[src/rtl/fifo_pkg.sv]
// Shared FIFO constants and helpers: read-mode encodings and pointer width.
package fifo_pkg;

  localparam int unsigned FIFO_MODE_STD  = 0;
  localparam int unsigned FIFO_MODE_FWFT = 1;

  // Pointer width: address bits plus one wrap bit (range 0..2*DEPTH-1).
  function automatic int unsigned fifo_ptr_w(input int unsigned depth);
    return $clog2(depth) + 1;
  endfunction

endpackage

[src/rtl/fifo_mem.sv]
// Simple dual-port storage array: one synchronous write port, one asynchronous read port.
// Ports:
//   clk        write clock, rising edge
//   i_wr_en    write strobe
//   i_wr_addr  write address
//   i_wr_data  write data
//   i_rd_addr  read address
//   o_rd_data  combinational read data
// Contents are not reset.
module fifo_mem #(
  parameter int unsigned WIDTH = 8,
  parameter int unsigned DEPTH = 8,
  parameter int unsigned AW    = 3
) (
  input  logic             clk,
  input  logic             i_wr_en,
  input  logic [AW-1:0]    i_wr_addr,
  input  logic [WIDTH-1:0] i_wr_data,
  input  logic [AW-1:0]    i_rd_addr,
  output logic [WIDTH-1:0] o_rd_data
);

  logic [WIDTH-1:0] r_mem [DEPTH];

  // Write port
  always_ff @(posedge clk) begin
    if (i_wr_en) begin
      r_mem[i_wr_addr] <= i_wr_data;
    end
  end

  // Asynchronous read port
  assign o_rd_data = r_mem[i_rd_addr];

endmodule

[src/rtl/sync_fifo_flex.sv]
// Single-clock parametrised FIFO with standard or first-word-fall-through read,
// fill level, almost-full/almost-empty flags, sticky error flags and sync flush.
// Ports:
//   clk, rstn      clock (rising edge) and async active-low reset
//   wr_en/wr_data  write request and data
//   rd_en          read request (fall-through mode: pop the head word)
//   flush          sync clear of contents, overrides wr_en/rd_en
//   clr_err        sync clear of overflow/underflow
//   rd_data        read data, qualified by rd_valid
//   full_flag, empty_flag, almost_full, almost_empty, level   occupancy status
//   overflow/underflow  sticky: write while full / read while empty
module sync_fifo_flex
  import fifo_pkg::*;
#(
  parameter  int unsigned WIDTH     = 8,
  parameter  int unsigned DEPTH     = 8,
  parameter  int unsigned FWFT      = FIFO_MODE_STD,
  parameter  int unsigned AF_THRESH = 6,
  parameter  int unsigned AE_THRESH = 2,
  localparam int unsigned PW        = fifo_ptr_w(DEPTH)
) (
  input  logic             clk,
  input  logic             rstn,
  input  logic             wr_en,
  input  logic [WIDTH-1:0] wr_data,
  input  logic             rd_en,
  input  logic             flush,
  input  logic             clr_err,
  output logic [WIDTH-1:0] rd_data,
  output logic             rd_valid,
  output logic             full_flag,
  output logic             empty_flag,
  output logic             almost_full,
  output logic             almost_empty,
  output logic [PW-1:0]    level,
  output logic             overflow,
  output logic             underflow
);

  localparam int unsigned AW = PW - 1;

  // Elaboration-time parameter checks
  if ((DEPTH < 2) || ((DEPTH & (DEPTH - 1)) != 0)) begin : g_bad_depth
    $error("sync_fifo_flex: DEPTH must be a power of two >= 2");
  end
  if ((AF_THRESH < 1) || (AF_THRESH > DEPTH)) begin : g_bad_af
    $error("sync_fifo_flex: AF_THRESH must be in 1..DEPTH");
  end
  if (AE_THRESH > (DEPTH - 1)) begin : g_bad_ae
    $error("sync_fifo_flex: AE_THRESH must be in 0..DEPTH-1");
  end
  if (FWFT > FIFO_MODE_FWFT) begin : g_bad_mode
    $error("sync_fifo_flex: FWFT must be 0 or 1");
  end

  logic [PW-1:0]    r_wr_ptr;
  logic [PW-1:0]    r_rd_ptr;
  logic [PW-1:0]    r_level;
  logic             r_full;
  logic             r_empty;
  logic             r_af;
  logic             r_ae;
  logic             r_ovf;
  logic             r_unf;
  logic [PW-1:0]    w_wr_ptr_nxt;
  logic [PW-1:0]    w_rd_ptr_nxt;
  logic [PW-1:0]    w_level_nxt;
  logic             w_wr_acc;
  logic             w_rd_acc;
  logic [WIDTH-1:0] w_head;

  // Accept decisions use registered flags only; flush masks both sides.
  always_comb begin
    w_wr_acc     = wr_en & ~r_full & ~flush;
    w_rd_acc     = rd_en & ~r_empty & ~flush;
    w_wr_ptr_nxt = r_wr_ptr;
    w_rd_ptr_nxt = r_rd_ptr;
    if (flush) begin
      w_wr_ptr_nxt = '0;
      w_rd_ptr_nxt = '0;
    end else begin
      if (w_wr_acc) w_wr_ptr_nxt = r_wr_ptr + PW'(1);
      if (w_rd_acc) w_rd_ptr_nxt = r_rd_ptr + PW'(1);
    end
    // Wrap bit makes the modular difference span 0..DEPTH exactly.
    w_level_nxt = w_wr_ptr_nxt - w_rd_ptr_nxt;
  end

  // Pointers, level and occupancy flags, all from the next level
  always_ff @(posedge clk or negedge rstn) begin
    if (!rstn) begin
      r_wr_ptr <= '0;
      r_rd_ptr <= '0;
      r_level  <= '0;
      r_full   <= 1'b0;
      r_empty  <= 1'b1;
      r_af     <= 1'b0;
      r_ae     <= 1'b1;
    end else begin
      r_wr_ptr <= w_wr_ptr_nxt;
      r_rd_ptr <= w_rd_ptr_nxt;
      r_level  <= w_level_nxt;
      r_full   <= (w_level_nxt == PW'(DEPTH));
      r_empty  <= (w_level_nxt == '0);
      r_af     <= (w_level_nxt >= PW'(AF_THRESH));
      r_ae     <= (w_level_nxt <= PW'(AE_THRESH));
    end
  end

  // Sticky error flags; a set in the same cycle as clr_err wins.
  always_ff @(posedge clk or negedge rstn) begin
    if (!rstn) begin
      r_ovf <= 1'b0;
      r_unf <= 1'b0;
    end else begin
      if (!flush && wr_en && r_full) r_ovf <= 1'b1;
      else if (clr_err)              r_ovf <= 1'b0;
      if (!flush && rd_en && r_empty) r_unf <= 1'b1;
      else if (clr_err)               r_unf <= 1'b0;
    end
  end

  fifo_mem #(
    .WIDTH (WIDTH),
    .DEPTH (DEPTH),
    .AW    (AW)
  ) u_mem (
    .clk       (clk),
    .i_wr_en   (w_wr_acc),
    .i_wr_addr (r_wr_ptr[AW-1:0]),
    .i_wr_data (wr_data),
    .i_rd_addr (r_rd_ptr[AW-1:0]),
    .o_rd_data (w_head)
  );

  // Mode-dependent read stage
  if (FWFT == FIFO_MODE_FWFT) begin : g_fwft
    // Head word shown directly; forced to zero while empty so reset reads as 0.
    assign rd_valid = ~r_empty;
    assign rd_data  = r_empty ? '0 : w_head;
  end else begin : g_std
    logic             r_rd_valid;
    logic [WIDTH-1:0] r_rd_data;

    // One-cycle valid pulse per accepted read; data holds otherwise.
    always_ff @(posedge clk or negedge rstn) begin
      if (!rstn) begin
        r_rd_valid <= 1'b0;
        r_rd_data  <= '0;
      end else begin
        r_rd_valid <= w_rd_acc;
        if (w_rd_acc) r_rd_data <= w_head;
      end
    end

    assign rd_valid = r_rd_valid;
    assign rd_data  = r_rd_data;
  end

  assign full_flag    = r_full;
  assign empty_flag   = r_empty;
  assign almost_full  = r_af;
  assign almost_empty = r_ae;
  assign level        = r_level;
  assign overflow     = r_ovf;
  assign underflow    = r_unf;

endmodule

[config.mk]
export PLATFORM = sky130hd
export DESIGN_NAME = sync_fifo_flex
export DESIGN_NICKNAME = d
export VERILOG_FILES = /design/src/rtl/fifo_pkg.sv /design/src/rtl/fifo_mem.sv /design/src/rtl/sync_fifo_flex.sv
export SDC_FILE = /design/constraint.sdc
export NUM_CORES = 1
export LEC_CHECK = 0
export BUFFER_PORTS_ARGS = -buffer_cell sky130_fd_sc_hd__buf_2
export CAP_MARGIN = 20
export CELL_PAD_IN_SITES_DETAIL_PLACEMENT = 2
export CELL_PAD_IN_SITES_GLOBAL_PLACEMENT = 2
export CORE_ASPECT_RATIO = 0.6
export CORE_MARGIN = 3
export CORE_UTILIZATION = 43
export CTS_BUF_LIST = sky130_fd_sc_hd__clkbuf_8 sky130_fd_sc_hd__clkbuf_16
export DETAILED_ROUTE_END_ITERATION = 7
export PLACE_DENSITY_LB_ADDON = 0.1
export SLEW_MARGIN = 40
export SYNTH_ARGS = -nofsm -noshare
export SYNTH_HDL_FRONTEND = slang
export SYNTH_SLANG_ARGS = --single-unit
[constraint.sdc]
create_clock -name clk -period 3.3 [get_ports clk]
set_input_delay 0.66 -clock clk [delete_from_list [all_inputs] [get_ports clk]]
set_output_delay 0.66 -clock clk [all_outputs]
set_load 0.02 [all_outputs]
==> results_dict.tcl, run 1 <==
set metrics [dict create \
    wl_mm 9.83 \
    grt_pass1_wl_mm 15.3 \
    fin_area_um2 4340 \
    dpl_cell_area_um2 4070 \
    powerDensity_nw_per_um2 739 \
    clk_latency_ns 0.34 \
    fillCellCount 741 \
    skew_ns 0.00692 \
    synthFlopType "edfxtp_1" \
    max_freq_mhz 368 \
    peakVddDrop_v 0.000298 \
    rsz0062_at_grt "no" \
    postRouteAntennaNets 0 \
    critical_path.endpoint_type "flop" \
    drt_pre_antenna_iters 5 \
    grt_pass1_vias 2433 \
    ys_seq_elements 91 \
    synth_cell_type_count 38 \
    syn_to_final_growth_pct 17.1 \
    multi_input_area_um2 1030 \
    yosysWarnings 0 \
    die_w_um 126 \
    arrival_ns 2.96 \
    yosysSeqAreaShare_pct 70.2 \
    regArea_um2 2600 \
    hold_viol 0 \
    holdBufCountCts 0 \
    htree_levels 3 \
    track_usage_pct 22.0 \
    start_util_pct 45.7 \
    worstMarginPinSlew_ns 0.647 \
    min_path_type "primary input to async pin" \
    io_pins 33 \
    final_nets 291 \
    drv_slew 0 \
    num_vias 2124 \
    drc 0 \
    syn-instance-count 223 \
    place.gp.congestion 0.767 \
    cap_violations 0 \
    cp.required_ns 3.54 \
    drive_gt1_share_pct 31.2 \
    cts_made_buffers 9 \
    routedWlPerCell_um 25.6 \
    dp_hpwl_mm 6.85 \
    synth_top_area_share_pct 51.9 \
    antenna_found_initial 0 \
    die_h_um 77.9 \
    grt_max_degree 28 \
    synthTopCellsByArea "edfxtp_1 52%, dfrtp_1 17%, mux4_2 9.7%" \
    period_share_pct 82.3 \
    outcome "completed" \
    fin_crit_ns 2.71 \
    detailedRoute.firstIterationViolations 176 \
    cp_max_fo 4 \
    syn-mean-instance-area_um2 16.6 \
    crit_path_start_kind "flop" \
    overflow 0 \
    n_antenna_cell 0 \
    yosys.cell_count.top_type "edfxtp_1" \
    cellLeakagePower_nw 1.64 \
    setup_viol 0 \
    synth_nets 243 \
    synthArstFlopShare_pct 29.7 \
    ys_top_cells_by_count "64 x edfxtp_1, 25 x dfrtp_1, 16 x mux4_2" \
    rows 25 \
    cts_num_sinks 91 \
    root_buffer "clkbuf_16" \
    dieArea_um2 9800 \
    cts_tree "done" \
    ctsLongestPathBuffers 2 \
    synth_edf_count 64 \
    clk_pin_slew_ns 0.06 \
    cts_resized 0 \
    cts_setup_buffers 0 \
    synth_top_area_cell "edfxtp_1" \
    netlist_area_um2 3700 \
    worstSetupPathType "flop to flop" \
    routed_via_density 5.53 \
    finalSetupTns_ns 0 \
    max_slew_margin_pct 56.9 \
    fp.coreArea_um2 8100 \
    port_buffers 32 \
    whs_ns 0.338 \
]
-- final timing paths --
kind | startpoint | endpoint | slack, ns | cells past startpoint
max | empty_flag | almost_empty | 0.59 | 10
min reg2reg | rd_data[0] | rd_data[0] | 0.49 | 2
min in group clk | rd_data[0] | rd_data[0] | 0.49 | 2
max reg2reg | empty_flag | almost_empty | 0.59 | 10
max in group asynchronous | rstn | rd_data[3] | 2.53 | 1
min | rstn | overflow | 0.34 | 1
-- critical path, cell delays in order, from the launching register on --
cell and delay, ns:
dfstp_2 0.40, or3b_1 0.46, inv_2 0.09, nand2_1 0.07
xor2_1 0.17, or2_1 0.27, ha_1 0.32, o21ai_0 0.16
and2_1 0.23, and4_4 0.16, a2111oi_4 0.29
-- power by group --
part	switching [mW]	internal, mW
clock network	0.429	0.508
registers	0.0894	1.38
logic	0.485	0.316
-- per-layer routing --
metal	wire length (um)	track usage [%]
met5	0	0
met4	110	5.89
met3	400	5.23
met2	4830	36.1
met1	4490	29.9
-- logic make-up (layout without fill, tap and decap cells) --
group / after synthesis / count (layout) / share of synthesized area, %
fa+ha+maj: 6 / 6 / 2.23
buf+inv: 19 / 72 / 2.03
xor+xnor: 5 / 5 / 1.18
simple gates: 50 / 50 / 7.13
compound gates: 26 / 26 / 4.77
mux: 26 / 26 / 12.4
flops: 91 / 91 / 70.2
-- flip-flops by register name, indices dropped and copies added, names as in the netlist --
register,count
almost_empty,1
almost_full,1
empty_flag,1
full_flag,1
level,4
overflow,1
r_rd_ptr,4
r_wr_ptr,4
rd_data,8
rd_valid,1
u_mem.r_mem,64
underflow,1
-- stage by stage --
| step | utilization, % | power [mW] | setup WS [ns] | std cells |
|---|---|---|---|---|
| floorplan | - | 1.99 | 0.512 | 223 |
| global placement | 50.2 | 2.24 | 0.441 | 368 |
| detailed placement | 50.2 | 2.29 | 0.208 | 368 |
| CTS | 53.5 | 3.25 | 0.579 | 384 |
| global route | 53.5 | 3.38 | 0.398 | 384 |
| finish | 53.5 | 3.21 | 0.585 | 384 |
-- cell type report --
cell class / count / area share, %
inverter: 10 / 0.866
clock inverter: 7 / 1.07
clock buffer: 9 / 5.19
sequential: 91 / 60.0
multi-input combinational: 113 / 23.7
timing repair buffer: 46 / 6.12
tap: 108 / 3.12
-- cells in the final DEF, fill, tap and decap left out, drive strengths merged, types with 3 or more instances in the layout --
master,instances
ha,5
buf,46
clkbuf,9
mux2i,10
or3,3
nand3,3
o21a,3
xor2,3
o21ai,12
inv,12
nand2b,3
dfrtp,25
nand2,14
edfxtp,64
clkinv,3
mux4,16
a21oi,4
or2,4
nor2,9
nor2b,3
nor3,5
No activity file was read; power rests on OpenSTA's default activity.
==> run 2: changes to the inputs <==
--- a/config.mk
+++ b/config.mk
@@ -11,7 +11,7 @@
 export CELL_PAD_IN_SITES_GLOBAL_PLACEMENT = 2
 export CORE_ASPECT_RATIO = 0.6
 export CORE_MARGIN = 3
-export CORE_UTILIZATION = 43
+export CORE_UTILIZATION = 39
 export CTS_BUF_LIST = sky130_fd_sc_hd__clkbuf_8 sky130_fd_sc_hd__clkbuf_16
 export DETAILED_ROUTE_END_ITERATION = 7
 export PLACE_DENSITY_LB_ADDON = 0.1
==> constraint.sdc (replaced) <==
create_clock -name clk -period 2.4 [get_ports clk]
set_input_delay 0.48 -clock clk [delete_from_list [all_inputs] [get_ports clk]]
set_output_delay 0.48 -clock clk [all_outputs]
set_load 0.02 [all_outputs]
==> run 2 against run 1 <==
Compared with the run above: the flow now finishes with violations (negative setup slack); combinational power grew 74%; critical path type unchanged; sequential share of layout area is 5.5 points lower; via count rose by 4.8%; sequential power grew 37%; clock power grew 50%; flip-flop and latch count did not move; cell count is 14% higher; register-to-register slack lost 0.64 ns.
==> results_dict.tcl, run 2 (synthesis gave the netlist of run 1 again) <==
set metrics [dict create \
    p_total_mw 4.81 \
    io_pins 33 \
    postRouteAntennaNets 0 \
    worstReg2RegStart "empty_flag" \
    rrSetupSlack_ns -0.05 \
    setup_viol 1 \
    htree_levels 3 \
    internal-power_mw 3.35 \
    dp_hpwl_mm 7.25 \
    crit_path_start_kind "flop" \
    min_path_type "primary input to async pin" \
    dieArea_um2 10700 \
    die_h_um 81.5 \
    drive_gt1_share_pct 45.2 \
    whs_ns 0.152 \
    start_util_pct 41.8 \
    rr_worst_depth 6 \
    syn_to_final_growth_pct 29.0 \
    grt_max_degree 28 \
    n_antenna_cell 0 \
    ctsLongestPathBuffers 2 \
    finalSetupTns_ns -0.0508 \
    fin_area_um2 4770 \
    holdBufCountCts 0 \
    fin_util_pct 54.0 \
    fin_cells 436 \
    track_usage_pct 20.3 \
    r2r-end "almost_empty" \
    cts_tree "done" \
    place.gp.congestion 0.769 \
    cts_made_buffers 9 \
    skew_ns 0.0102 \
    swShare_pct 30.4 \
    comb_power_share_pct 28.9 \
    root_buffer "clkbuf_16" \
    regMostFlops "u_mem.r_mem" \
    cellLeakagePower_nw 1.87 \
    overflow 0 \
    powerDensity_nw_per_um2 1010 \
    switching_power_mw 1.46 \
    detailedRoute.firstIterationViolations 88 \
    grt_pass1_vias 2456 \
    port_buffers 32 \
    die_w_um 132 \
    num_vias 2227 \
    violations "negative setup slack" \
    drt_pre_antenna_iters 4 \
    grt_pass1_wl_mm 15.6 \
    cts_num_sinks 91 \
    rows 26 \
    wl_mm 10.1 \
    rsz0062_at_grt "yes" \
    dp_slack_ns -0.374 \
    largest_reg_flops 64 \
    max_slew_margin_pct 56.7 \
    routed_via_density 5.11 \
    final_common_cell "edfxtp_1" \
    worstMarginPinSlew_ns 0.650 \
    drc 0 \
    p_seq_share_pct 41.7 \
    cp.required_ns 2.64 \
    peakVddDrop_v 0.000416 \
    final_nets 325 \
    fin_crit_ns 2.45 \
    setup_slack_ns -0.0508 \
    period_share_pct 102 \
    arrival_ns 2.69 \
    clk_pin_slew_ns 0.07 \
    dpl_cell_area_um2 4300 \
    clkPwrFrac_pct 29.4 \
    antenna_found_initial 0 \
    drv_slew 0 \
    cp_max_fo 4 \
    dp_cells 413 \
    fp.coreArea_um2 8850 \
    outcome "complete, but fails checks" \
    hold_viol 0 \
    cap_violations 0 \
    critical_path.endpoint_type "flop" \
    clk_latency_ns 0.35 \
    worstSetupPathType "flop to flop" \
    routedWlPerCell_um 23.1 \
    final_cell_mix "64 x edfxtp_1, 48 x buf_4, 32 x buf_2" \
    max_freq_mhz 408 \
]
## run 2: changes by cell type in the layout (fill, tap and decap cells not counted), sizes merged
| cell | previous run | this run |
|---|---|---|
| clkinv | 3 | 2 |
| clkbuf | 9 | 11 |
| buf | 46 | 80 |
| clkinvlp | 2 | 0 |
| inv | 12 | 13 |
## run 2: worst max-delay path by stage
stage	startpoint	to	slack (ns)	cells past startpoint
after global placement	wr_en	almost_empty	-0.18	9
after CTS	full_flag	almost_empty	0.002	7
after floorplan	flush	almost_empty	-0.07	10
after detailed placement	flush	almost_empty	-0.37	10
final	empty_flag	almost_empty	-0.05	6
after global routing	empty_flag	almost_empty	-0.12	6
## run 2: area by class of cell
class,count,area [um2]
clock buffers,11,275
clock inverters,5,26.3
multi-input cells,113,1150
flip-flops and latches,91,2600
well taps,126,158
inverters,10,40.0
repair buffers,80,520
fillers,827,4070
## run 2: routing by layer
layer / vias up / routed length, um / track usage [%]
met2: 64 / 4560 / 31.4
li1: 1010 / - / -
met5: - / 0 / 0
met4: 0 / 173 / 5.45
met1: 1132 / 4640 / 28.8
met3: 21 / 688 / 5.63
## run 2: critical path, stage by stage, from the launching register on
cell and delay (ns):
dfstp_2 0.38, or3b_4 0.44, buf_4 0.17, or3_4 0.38, a2111o_1 0.46, and4_4 0.20
a2111oi_4 0.32
## run 2: what timing repair did
item,in CTS,in global routing
endpoints found under the setup margin,6,5
pin swaps,8,8
buffers inserted,5,3
resized for setup,14,13
## run 2: power by group through the flow
stage | sequential (mW) | clock, mW | combinational [mW]
after floorplan | 2.18 | 0 | 0.559
after global placement | 2.01 | 0 | 1.21
after detailed placement | 2.03 | 0 | 1.26
after CTS | 2.00 | 1.44 | 1.34
after global routing | 2.03 | 1.51 | 1.52
final | 2.01 | 1.41 | 1.39
==> run 3: changes to the inputs <==
--- a/config.mk
+++ b/config.mk
@@ -12,10 +12,10 @@
 export CORE_ASPECT_RATIO = 0.6
 export CORE_MARGIN = 3
 export CORE_UTILIZATION = 39
-export CTS_BUF_LIST = sky130_fd_sc_hd__clkbuf_8 sky130_fd_sc_hd__clkbuf_16
 export DETAILED_ROUTE_END_ITERATION = 7
 export PLACE_DENSITY_LB_ADDON = 0.1
 export SLEW_MARGIN = 40
 export SYNTH_ARGS = -nofsm -noshare
 export SYNTH_HDL_FRONTEND = slang
+export SYNTH_HIERARCHICAL = 1
 export SYNTH_SLANG_ARGS = --single-unit
==> run 3 against run 2 <==
Compared with the run above: the flow now finishes without violations; critical path type unchanged; sequential power down 4%; highest routed layer unchanged; clock power up 11%; clock skew down 0.0024 ns; flip-flop and latch count unchanged; setup slack better by 0.096 ns; combinational power down 32%; register-to-register slack better by 0.096 ns; wire length down 10%; largest power group unchanged; via count down 5.1%.
==> results_dict.tcl, run 3 <==
set metrics [dict create \
    cellLeakagePower_nw 1.90 \
    io_pins 33 \
    drt_pre_antenna_iters 4 \
    synth_edf_count 64 \
    largest_reg_flops 64 \
    cts_tree "done" \
    max_freq_mhz 425 \
    synth_cell_type_count 42 \
    rsz0062_at_grt "yes" \
    finalSetupTns_ns 0 \
    rows 27 \
    setup_viol 0 \
    whs_ns 0.168 \
    start_util_pct 40.6 \
    synth_nets 240 \
    drv_slew 0 \
    clk_latency_ns 0.33 \
    final_cell_mix "64 x edfxtp_1, 36 x buf_4, 32 x buf_2" \
    dp_hpwl_mm 6.58 \
    postRouteAntennaNets 0 \
    grt_pass1_vias 2302 \
    fin_cells 426 \
    overflow 0 \
    yosysWarnings 6 \
    die_w_um 133 \
    cts_made_buffers 9 \
    cp_top_family "simple AND/OR/NAND/NOR gates" \
    clk_pin_slew_ns 0.06 \
    cp.required_ns 2.66 \
    fin_crit_ns 2.36 \
    final_common_cell "edfxtp_1" \
    period_share_pct 98.1 \
    synthArstFlopShare_pct 29.7 \
    drive_gt1_share_pct 40.5 \
    root_buffer "clkbuf_16" \
    powerDensity_nw_per_um2 936 \
    p_total_mw 4.43 \
    fillCellCount 863 \
    syn-mean-instance-area_um2 17.1 \
    max_slew_margin_pct 56.9 \
    cp.buffers_inverters 2 \
    hold_viol 0 \
    holdBufCountCts 0 \
    yosys.cell_count.top_type "edfxtp_1" \
    ys_top_cells_by_count "64 x edfxtp_1, 28 x nand2_1, 25 x dfrtp_1" \
    die_h_um 82.2 \
    peakVddDrop_v 0.000450 \
    final_nets 311 \
    cpMaxStageDelayCell "or3b_4" \
    yosysSeqAreaShare_pct 68.9 \
    port_buffers 32 \
    synthTopCellsByArea "edfxtp_1 51%, dfrtp_1 17%, mux4_1 10%" \
    skew_ns 0.00780 \
    wl_mm 9.03 \
    wl_met3_um 377 \
    top_layer "met4" \
    dieArea_um2 10900 \
    regMostFlops "u_mem/r_mem" \
    track_usage_pct 17.3 \
    ctsLongestPathBuffers 2 \
    dp_cells 408 \
    synth_top_area_share_pct 50.9 \
    cp_max_fo 5 \
    cts_num_sinks 91 \
    wl_met2_mm 4.05 \
    grt_pass1_wl_mm 13.5 \
    multi_input_area_um2 1150 \
    synthFlopType "edfxtp_1" \
    outcome "completed" \
    drc 0 \
    n_antenna_cell 0 \
    detailedRoute.firstIterationViolations 113 \
    cap_violations 0 \
    arrival_ns 2.62 \
    regArea_um2 2600 \
    place.gp.congestion 0.714 \
    ys_seq_elements 91 \
    critPathMaxStageDelay_ns 0.44 \
    htree_levels 3 \
    critical_path.endpoint_type "flop" \
    syn-instance-count 220 \
    synth_top_area_cell "edfxtp_1" \
    routed_via_density 4.96 \
    antenna_found_initial 0 \
    num_vias 2114 \
    grt_max_degree 28 \
    netlist_area_um2 3770 \
    path_cells "or3b_4 -> inv_4 -> nand2_2 -> xor2_1 -> nor2_1 -> buf_4 -> ha_4 -> a21oi_4 -> o21ai_4 -> xnor2_4 -> nor2b_1" \
    min_path_type "primary input to async pin" \
    wl_met1_mm 4.51 \
    routedWlPerCell_um 21.2 \
    fp.coreArea_um2 9290 \
    syn_to_final_growth_pct 25.5 \
    worstMarginPinSlew_ns 0.647 \
    worstSetupPathType "flop to flop" \
    crit_path_start_kind "flop" \
]
## run 3: cell types whose count changed in the layout (fill, tap and decap cells not counted), moves of 3 or more
| cell | delta |
|---|---|
| mux4_2 | -15 |
| buf_4 | -12 |
| mux4_1 | +15 |
| mux2i_1 | -10 |
| nand2_1 | +14 |
| inv_1 | -3 |
| o21ai_0 | -9 |
| a31o_2 | +3 |
| mux2_2 | +8 |
## run 3: cell type report
type / count / area share [%]
clock buffer: 14 / 6.48
tap: 130 / 3.44
inverter: 11 / 0.925
sequential: 91 / 54.9
timing repair buffer: 68 / 9.09
multi-input combinational: 110 / 24.4
clock inverter: 2 / 0.767
## run 3: timing repair
item	in CTS	in global routing
endpoints found under the setup margin	1	5
pin swaps	0	6
gates resized for setup	1	8
buffers inserted	0	2
## run 3: worst paths after layout
kind	startpoint	to	slack, ns	cells after the start
worst max register to register	full_flag	full_flag	0.04	11
min in group clk	wr_data[4]	u_mem/r_mem[2][4]	0.42	1
worst min-delay path	rstn	level[1]	0.17	1
worst max-delay path	full_flag	full_flag	0.04	11
worst min register to register	rd_data[6]	rd_data[6]	0.47	2
max in group asynchronous	rstn	rd_data[2]	1.81	1
## run 3: kinds of logic after synthesis
family,Yosys count,synth area share (%)
buf+inv,19,2.62
xor+xnor,7,1.82
fa+ha+maj,6,2.19
flops,91,68.9
simple gates,57,7.36
mux,24,13.4
compound gates,16,3.65
## run 3: power by group
| group | total [mW] | internal [mW] | switching, mW |
|---|---|---|---|
| Clock | 1.56 | 0.991 | 0.564 |
| Combinational | 0.943 | 0.400 | 0.543 |
| Sequential | 1.93 | 1.86 | 0.0757 |
## run 3: per-stage QoR
step / worst slack [ns] / instance area, um2 / utilization, %
4_1_cts: 0.0183 / 4690 / 50.5
5_1_grt: -0.0515 / 4730 / 50.9
6_report: 0.0449 / 4730 / 50.9
3_5_place_dp: -0.205 / 4330 / 46.7
2_1_floorplan: -0.0371 / 3840 / -
3_3_place_gp: -0.155 / 4330 / 46.7
## run 3: per-layer routing
metal,GRT usage (%),up-vias
met5,0,-
met4,4.98,0
met3,4.42,8
met2,26.5,41
met1,24.6,1093
li1,-,972
